===== config.mk =====
export PLATFORM = sky130hd
export DESIGN_NAME = lock_door_actuator
export DESIGN_NICKNAME = d
export VERILOG_FILES = /design/src/rtl/lock_door_actuator.sv
export SDC_FILE = /design/constraint.sdc
export NUM_CORES = 1
export LEC_CHECK = 0
export CAP_MARGIN = 30
export CORE_MARGIN = 2
export CORE_UTILIZATION = 40
export DETAILED_ROUTE_END_ITERATION = 7
export PLACE_DENSITY = 0.64
export REMOVE_ABC_BUFFERS = 1
export SLEW_MARGIN = 20
export SYNTH_ARGS = -nofsm -noshare
export SYNTH_HDL_FRONTEND = slang
export SYNTH_SLANG_ARGS = --single-unit

===== constraint.sdc =====
create_clock -name clk -period 2.12 [get_ports clk]
set_input_delay 0.424 -clock clk [delete_from_list [all_inputs] [get_ports clk]]
set_output_delay 0.424 -clock clk [all_outputs]
set_load 0.005 [all_outputs]

===== src/rtl/lock_door_actuator.sv =====
// Bolt motor sequencer downstream of the lock FSM: retract, timed hold-open,
// extend, with door-sensor interlocks and a door-ajar alarm.
module lock_door_actuator #(
   parameter int MOTOR_CYCLES = 4,
   parameter int HOLD_CYCLES  = 20,
   parameter int AJAR_CYCLES  = 50,
   parameter int CNT_W        = 8
) (
   input  logic       clk,
   input  logic       reset,
   input  logic       unlocked,
   input  logic       closer,
   input  logic       door_closed,
   output logic       bolt_retract,
   output logic       bolt_extend,
   output logic       locked,
   output logic       near_led,
   output logic       ajar_alarm,
   output logic [1:0] state_dbg
);

   typedef enum logic [1:0] {
      LOCKED  = 2'd0,
      OPENING = 2'd1,
      HOLD    = 2'd2,
      CLOSING = 2'd3
   } state_t;

   localparam logic [CNT_W-1:0] MOTOR_LOAD = CNT_W'(MOTOR_CYCLES - 1);
   localparam logic [CNT_W-1:0] HOLD_LOAD  = CNT_W'(HOLD_CYCLES - 1);
   localparam logic [CNT_W-1:0] AJAR_MAX   = CNT_W'(AJAR_CYCLES);
   localparam logic [CNT_W-1:0] AJAR_LAST  = CNT_W'(AJAR_CYCLES - 1);
   localparam logic [CNT_W-1:0] CNT_ONE    = CNT_W'(1);

   state_t           state_reg, state_next;
   logic [CNT_W-1:0] cnt_reg, cnt_next;
   logic [CNT_W-1:0] ajar_cnt_reg, ajar_cnt_next;
   logic             ajar_alarm_reg, ajar_alarm_next;
   logic             unlocked_d_reg;
   logic             near_led_reg;
   logic             req;
   logic             hold_open;

   assign req       = unlocked & ~unlocked_d_reg;
   assign hold_open = (state_reg == HOLD) && !door_closed;

   always_ff @(posedge clk) begin
      if (!reset) begin
         state_reg      <= LOCKED;
         cnt_reg        <= '0;
         ajar_cnt_reg   <= '0;
         ajar_alarm_reg <= 1'b0;
         unlocked_d_reg <= 1'b0;
         near_led_reg   <= 1'b0;
      end else begin
         state_reg      <= state_next;
         cnt_reg        <= cnt_next;
         ajar_cnt_reg   <= ajar_cnt_next;
         ajar_alarm_reg <= ajar_alarm_next;
         unlocked_d_reg <= unlocked;
         near_led_reg   <= closer;
      end
   end

   always_comb begin
      state_next = state_reg;
      cnt_next   = cnt_reg;
      case (state_reg)
         LOCKED: begin
            if (req) begin
               state_next = OPENING;
               cnt_next   = MOTOR_LOAD;
            end
         end
         OPENING: begin
            if (cnt_reg != '0) begin
               cnt_next = cnt_reg - CNT_ONE;
            end else begin
               state_next = HOLD;
               cnt_next   = HOLD_LOAD;
            end
         end
         HOLD: begin
            // An open door keeps restarting the hold timer.
            if (!door_closed) begin
               cnt_next = HOLD_LOAD;
            end else if (cnt_reg != '0) begin
               cnt_next = cnt_reg - CNT_ONE;
            end else begin
               state_next = CLOSING;
               cnt_next   = MOTOR_LOAD;
            end
         end
         CLOSING: begin
            // Never drive the bolt into an open door: back off fully instead.
            if (!door_closed) begin
               state_next = OPENING;
               cnt_next   = MOTOR_LOAD;
            end else if (cnt_reg != '0) begin
               cnt_next = cnt_reg - CNT_ONE;
            end else begin
               state_next = LOCKED;
            end
         end
         default: begin
            state_next = LOCKED;
            cnt_next   = '0;
         end
      endcase
   end

   always_comb begin
      ajar_cnt_next   = '0;
      ajar_alarm_next = 1'b0;
      if (hold_open) begin
         ajar_cnt_next   = (ajar_cnt_reg == AJAR_MAX) ? ajar_cnt_reg : ajar_cnt_reg + CNT_ONE;
         ajar_alarm_next = (ajar_cnt_reg == AJAR_LAST) || ajar_alarm_reg;
      end
   end

   assign bolt_retract = (state_reg == OPENING);
   assign bolt_extend  = (state_reg == CLOSING);
   assign locked       = (state_reg == LOCKED);
   assign near_led     = near_led_reg;
   assign ajar_alarm   = ajar_alarm_reg;
   assign state_dbg    = state_reg;

endmodule


# Word-level counts from Yosys, hierarchy flattened

Index checks and enable logic that the tools add are counted.

Input port bits: 5
Register bits after elaboration: 21
Logic and storage cells: 43

Reductions and logical operators: 8
Bitwise gates (word level): 2
$add $sub $neg: 2
Equal/unequal tests: 11
Mux-type cells: 14

Operators with widths:

| cell                                             | number |
|---|---|
| 2-to-1 mux 8 bit                                 | 6 |
| one-hot mux 8 bit (4 select lines)               | 1 |
| == test 8 x 6 -> 1 bit, second input constant    | 2 |
| 2-to-1 mux 2 bit                                 | 6 |
| adder 8 x 1 -> 8 bit, second input constant      | 1 |
| one-hot mux 2 bit (4 select lines)               | 1 |
| nonzero test 8 bit                               | 1 |
| subtractor 8 x 1 -> 8 bit, second input constant | 1 |
| != test 2 bit, second input constant             | 3 |
| AND reduction 5 bit                              | 1 |
| == test 2 bit, second input constant             | 2 |
| AND reduction 2 bit                              | 2 |
| != test 3 x 2 -> 1 bit, second input constant    | 1 |
| != test 3 bit, second input constant             | 1 |
| == test 2 x 1 -> 1 bit, second input constant    | 1 |
| zero test 2 bit                                  | 1 |
| != test 2 x 1 -> 1 bit, second input constant    | 1 |
| AND 1 bit                                        | 1 |
| logical AND 1 bit                                | 1 |
| zero test 1 bit                                  | 1 |
| logical OR 1 bit                                 | 1 |
| inverter 1 bit                                   | 1 |

# Longest topological paths before layout

Depth in word-level cells: 4
Mapped depth: 6

# Least setup slack after synthesis

OpenSTA, ideal clock, no wires.

Kind: register -> register
Start: register state_reg[0] (netlist: state_dbg[0])
End: register cnt_reg[3]
Stages on the path, launching flop included: 7
Data arrival time: 1.779 ns
Data required time: 2.063 ns
Setup time: 0.057 ns
Clock period less this slack: 1.836 ns
Path slack: 0.284 ns
Cell sequence: dfxtp_1 > inv_1 > ha_1 > clkbuf_8 > or4_4 > o32ai_2 > a21o_1

Longest elaborated chain between the ends: 3
Elaborated cells between the ends (all ways): 8
Classes of those cells: eq/ne: 5; mux: 1; reduce/logical: 2

Ends and longest elaborated chain:

| item                             | line | source |
|---|---|---|
| start, declared                  | 35   | `state_t state_reg, state_next;` |
| start signal, assigned           | 56   | `state_reg <= state_next;` |
| zero test 2 bit *                | n/a  |  |
| named net locked                 | 16   | `output logic locked,` |
| != test 2 x 1 -> 1 bit (no line) | n/a  |  |
| AND reduction 2 bit (no line)    | n/a  |  |
| end signal, assigned             | 57   | `cnt_reg <= cnt_next;` |
| end, declared                    | 36   | `logic [CNT_W-1:0] cnt_reg, cnt_next;` |

The timed path passes the listed nets; every way through them passes the cells marked *.
A chain may end at the register's enable or synchronous reset.

# Worst setup path after layout

Start: register state_reg[0] (netlist: state_dbg[0])
End: output locked

Longest elaborated chain between the ends: 1

Ends and longest elaborated chain:

| item            | line | source |
|---|---|---|
| zero test 2 bit | 123  | `assign locked = (state_reg == LOCKED);` |
| end, declared   | 16   |  |

Every way passes these cells.

==> key figures <==
Final layout
  • Layout cells sized above 1: 15.7%
  • Fillcell total: 285
  • Number of nets in the final layout: 167
  • Area of combinational cells with multiple inputs: 754 µm²
  • Storage cell area: 420 µm²
  • Area growth from synthesis to layout: 16.5%
  • Most common cell after layout, fill and taps aside: sky130_fd_sc_hd__dfxtp_1
  • Leading cell types in the layout, fill and taps excluded: sky130_fd_sc_hd__dfxtp_1, sky130_fd_sc_hd__nor2_1, sky130_fd_sc_hd__clkdlybuf4s50_1
  • Final std cells w/o fill: 186
  • N_diodes: 0

Routing
  • Routed len/inst: 12.9 µm
  • Drt drc: 0
  • Number of vias in the routed layout: 1,041
  • Detailed Route WL: 2400 µm
  • DR iter-0 viols: 18
  • Number of optimization iterations in the first detailed-route pass: 4
  • Number of antenna-violating nets in the routed design: 0
  • Mean number of vias per cell: 5.60

Power
  • Total leakage power: 0.000540 µW
  • Post-layout power: 1610 µW
  • Switching portion of total power: 40.7%
  • Proportion of power drawn by the clock network: 12.0%
  • P per Cell Area: 1130 mW/mm²
  • Switching power of the nets: 656 µW
  • Max IR drop VDD: 0.000820 V
  • Proportion of power drawn by flip-flops and latches: 31.4%
  • Combinational power share: 56.6%
  • Pint: 954 µW

Timing
  • Highest attainable clock frequency: 494 MHz
  • Final-report max-slew violation count: 0
  • Tightest Pin Transition: 0.407 ns
  • Final setup violation count: 0
  • Setup repair after global routing missed its margin: no
  • Final worst-path cycle share: 95.4%
  • Final critical-path required period: 2.02 ns
  • Final worst clock skew: 0.00486 ns
  • Worst-case headroom to the max-slew limit: 72.8%
  • Count of final hold-check violations: 0
  • Fin Setup TNS: 0 ns

Synthesis
  • Post-synthesis cell count: 135
  • Flop and latch count out of synthesis: 21
  • Fraction of the yosys area taken by sequential cells: 34.3%
  • Combined area of all synthesized cells: 0.00123 mm²
  • Yosys synthesis warning count: 0
  • Count of distinct cell types in the synthesized netlist: 48
  • Share of flip-flops with an asynchronous set or reset: 0%
  • Top_reg_cell synth: sky130_fd_sc_hd__dfxtp_1
  • EDFF count, synth: 0
  • Mean instance size in the synthesized netlist: 9.09 µm²

Global route
  • Maximum number of pins on one net before global-route repair: 13
  • Total global routing track utilization: 15.9%
  • Global-route wire length before repair: 4330 µm
  • Initial antenna violation count: 0
  • Vias in the first global route: 947
  • Leftover overflow at the end of global routing: 0

Setup path
  • Crit path arrival time: 1.60 ns
  • RR Startpoint: state_dbg[0]$_SDFFE_PN0P_
  • Critical Path Source Type: register
  • Crit path launch: state_dbg[0]$_SDFFE_PN0P_
  • Register-to-register setup slack: 0.29 ns
  • Type of the worst setup path: reg2out
  • Highest fanout seen on the critical path: 11
  • Crit end category: output pin
  • CP Data Required Time: 1.70 ns

Clocking
  • Post-CTS Setup Inserts: 0
  • Root Buffer Master: sky130_fd_sc_hd__clkbuf_4
  • Total number of clock tree sinks: 21
  • TritonCTS clock tree: done
  • Buffer levels on the longest clock path: 2
  • Clock slew at the register clock pins of the worst setup and hold paths: 0.12 ns
  • Resize count post-CTS: 1
  • Number of buffers added to fix hold violations after cts: 0
  • Deepest level of the CTS H-tree: 1
  • Number of buffers created by CTS: 3
  • Worst-skew pair later-pin latency: 0.31 ns

Min path
  • Critical hold path startpoint: ajar_alarm$_SDFF_PN0_
  • Worst Hold Class: reg2reg

Floorplan
  • # IOs: 12
  • Std cell rows: 20
  • Chip height: 59.4 µm
  • Area inside the core boundary: 0.00298 mm²
  • Area of the die: 0.00353 mm²
  • Die W: 59.4 µm
  • Starting Density: 41.2%

Status
  • Result of the run: complete, no violations

Placed design
  • Port Buf Inserts: 11
  • Detailed Place HPWL: 1810 µm
  • Final GP Congestion: 0.777
  • Instance count after placement with tap cells included: 182

Run
  • Max cap viols: 0
stage by stage:
step / hold WS, ns / utilization [%] / worst slack (ns) / cell area, µm²
3_5_place_dp: 0.478 / 46.6 / 0.0930 / 1390
4_1_cts: 0.515 / 47.6 / 0.0206 / 1420
6_report: 0.502 / 48.0 / 0.0977 / 1430
3_3_place_gp: 0.461 / 46.6 / 0.128 / 1390
2_1_floorplan: 0.465 / - / 0.338 / 1190
5_1_grt: 0.552 / 48.0 / 0.0270 / 1430
per-layer routing:
layer  up-vias  routed length [µm]  track usage (%)  part of all wire (%)
met2        15                1090             25.0                    45
met4         0                  29             5.84                   1.2
met1       496                1230             22.4                    51
met3         4                  56             1.97                   2.3
li1        526                   -                -                     -
met5         -                   0                0                     0
power by group through the flow:
stage / Combinational, µW / Clock, µW / Sequential (µW)
after floorplan: 590 / 0 / 500
after global placement: 865 / 0 / 508
after detailed placement: 869 / 0 / 513
after CTS: 880 / 203 / 504
after global routing: 1010 / 217 / 516
final: 912 / 194 / 505
layout make-up:
class	count	area share, %
flip-flops and latches	21	29.4
multi-input cells	104	52.8
clock buffers	3	1.57
clock inverters	1	0.350
well taps	33	2.89
repair buffers	17	10.8
inverters	7	2.19
cell usage after synthesis (3+ instances only):
cell	instances	share of area, %
sky130_fd_sc_hd__dfxtp_1	21	34
sky130_fd_sc_hd__nor2_1	15	4.6
sky130_fd_sc_hd__ha_1	8	8.2
sky130_fd_sc_hd__nand2_1	7	2.1
sky130_fd_sc_hd__a21oi_1	6	2.4
sky130_fd_sc_hd__inv_1	6	1.8
sky130_fd_sc_hd__xnor2_1	5	3.6
sky130_fd_sc_hd__nor3_1	4	1.6
sky130_fd_sc_hd__nor4_1	4	2.0
sky130_fd_sc_hd__and2_2	3	1.8
sky130_fd_sc_hd__nand3_1	3	1.2
sky130_fd_sc_hd__nand4_1	3	1.5
sky130_fd_sc_hd__nor2b_1	3	1.5
sky130_fd_sc_hd__o21ai_0	3	1.2
sky130_fd_sc_hd__xor2_1	3	2.1
kinds of logic after synthesis:
kind of cell    count (synthesis)  synth area share, %
compound gates                 29                 17.8
simple gates                   58                 27.7
flops                          21                 34.3
xor+xnor                        8                 5.71
mux                             1                0.816
buf+inv                        10                 5.50
fa+ha+maj                       8                 8.16
worst paths after layout:
kind	to	depth (start not counted)
setup / recovery	locked	3
hold reg to reg	ajar_alarm$_SDFF_PN0_	2
hold / removal	ajar_alarm$_SDFF_PN0_	2
setup reg to reg	cnt_reg[3]$_SDFFE_PN0P_	6
critical path, stage by stage, from the launching register on:
cell	delay, ns
sky130_fd_sc_hd__dfxtp_1	0.36
sky130_fd_sc_hd__inv_1	0.18
sky130_fd_sc_hd__ha_4	0.23
sky130_fd_sc_hd__clkdlybuf4s50_1	0.52
(Power assumes the default switching activity.)
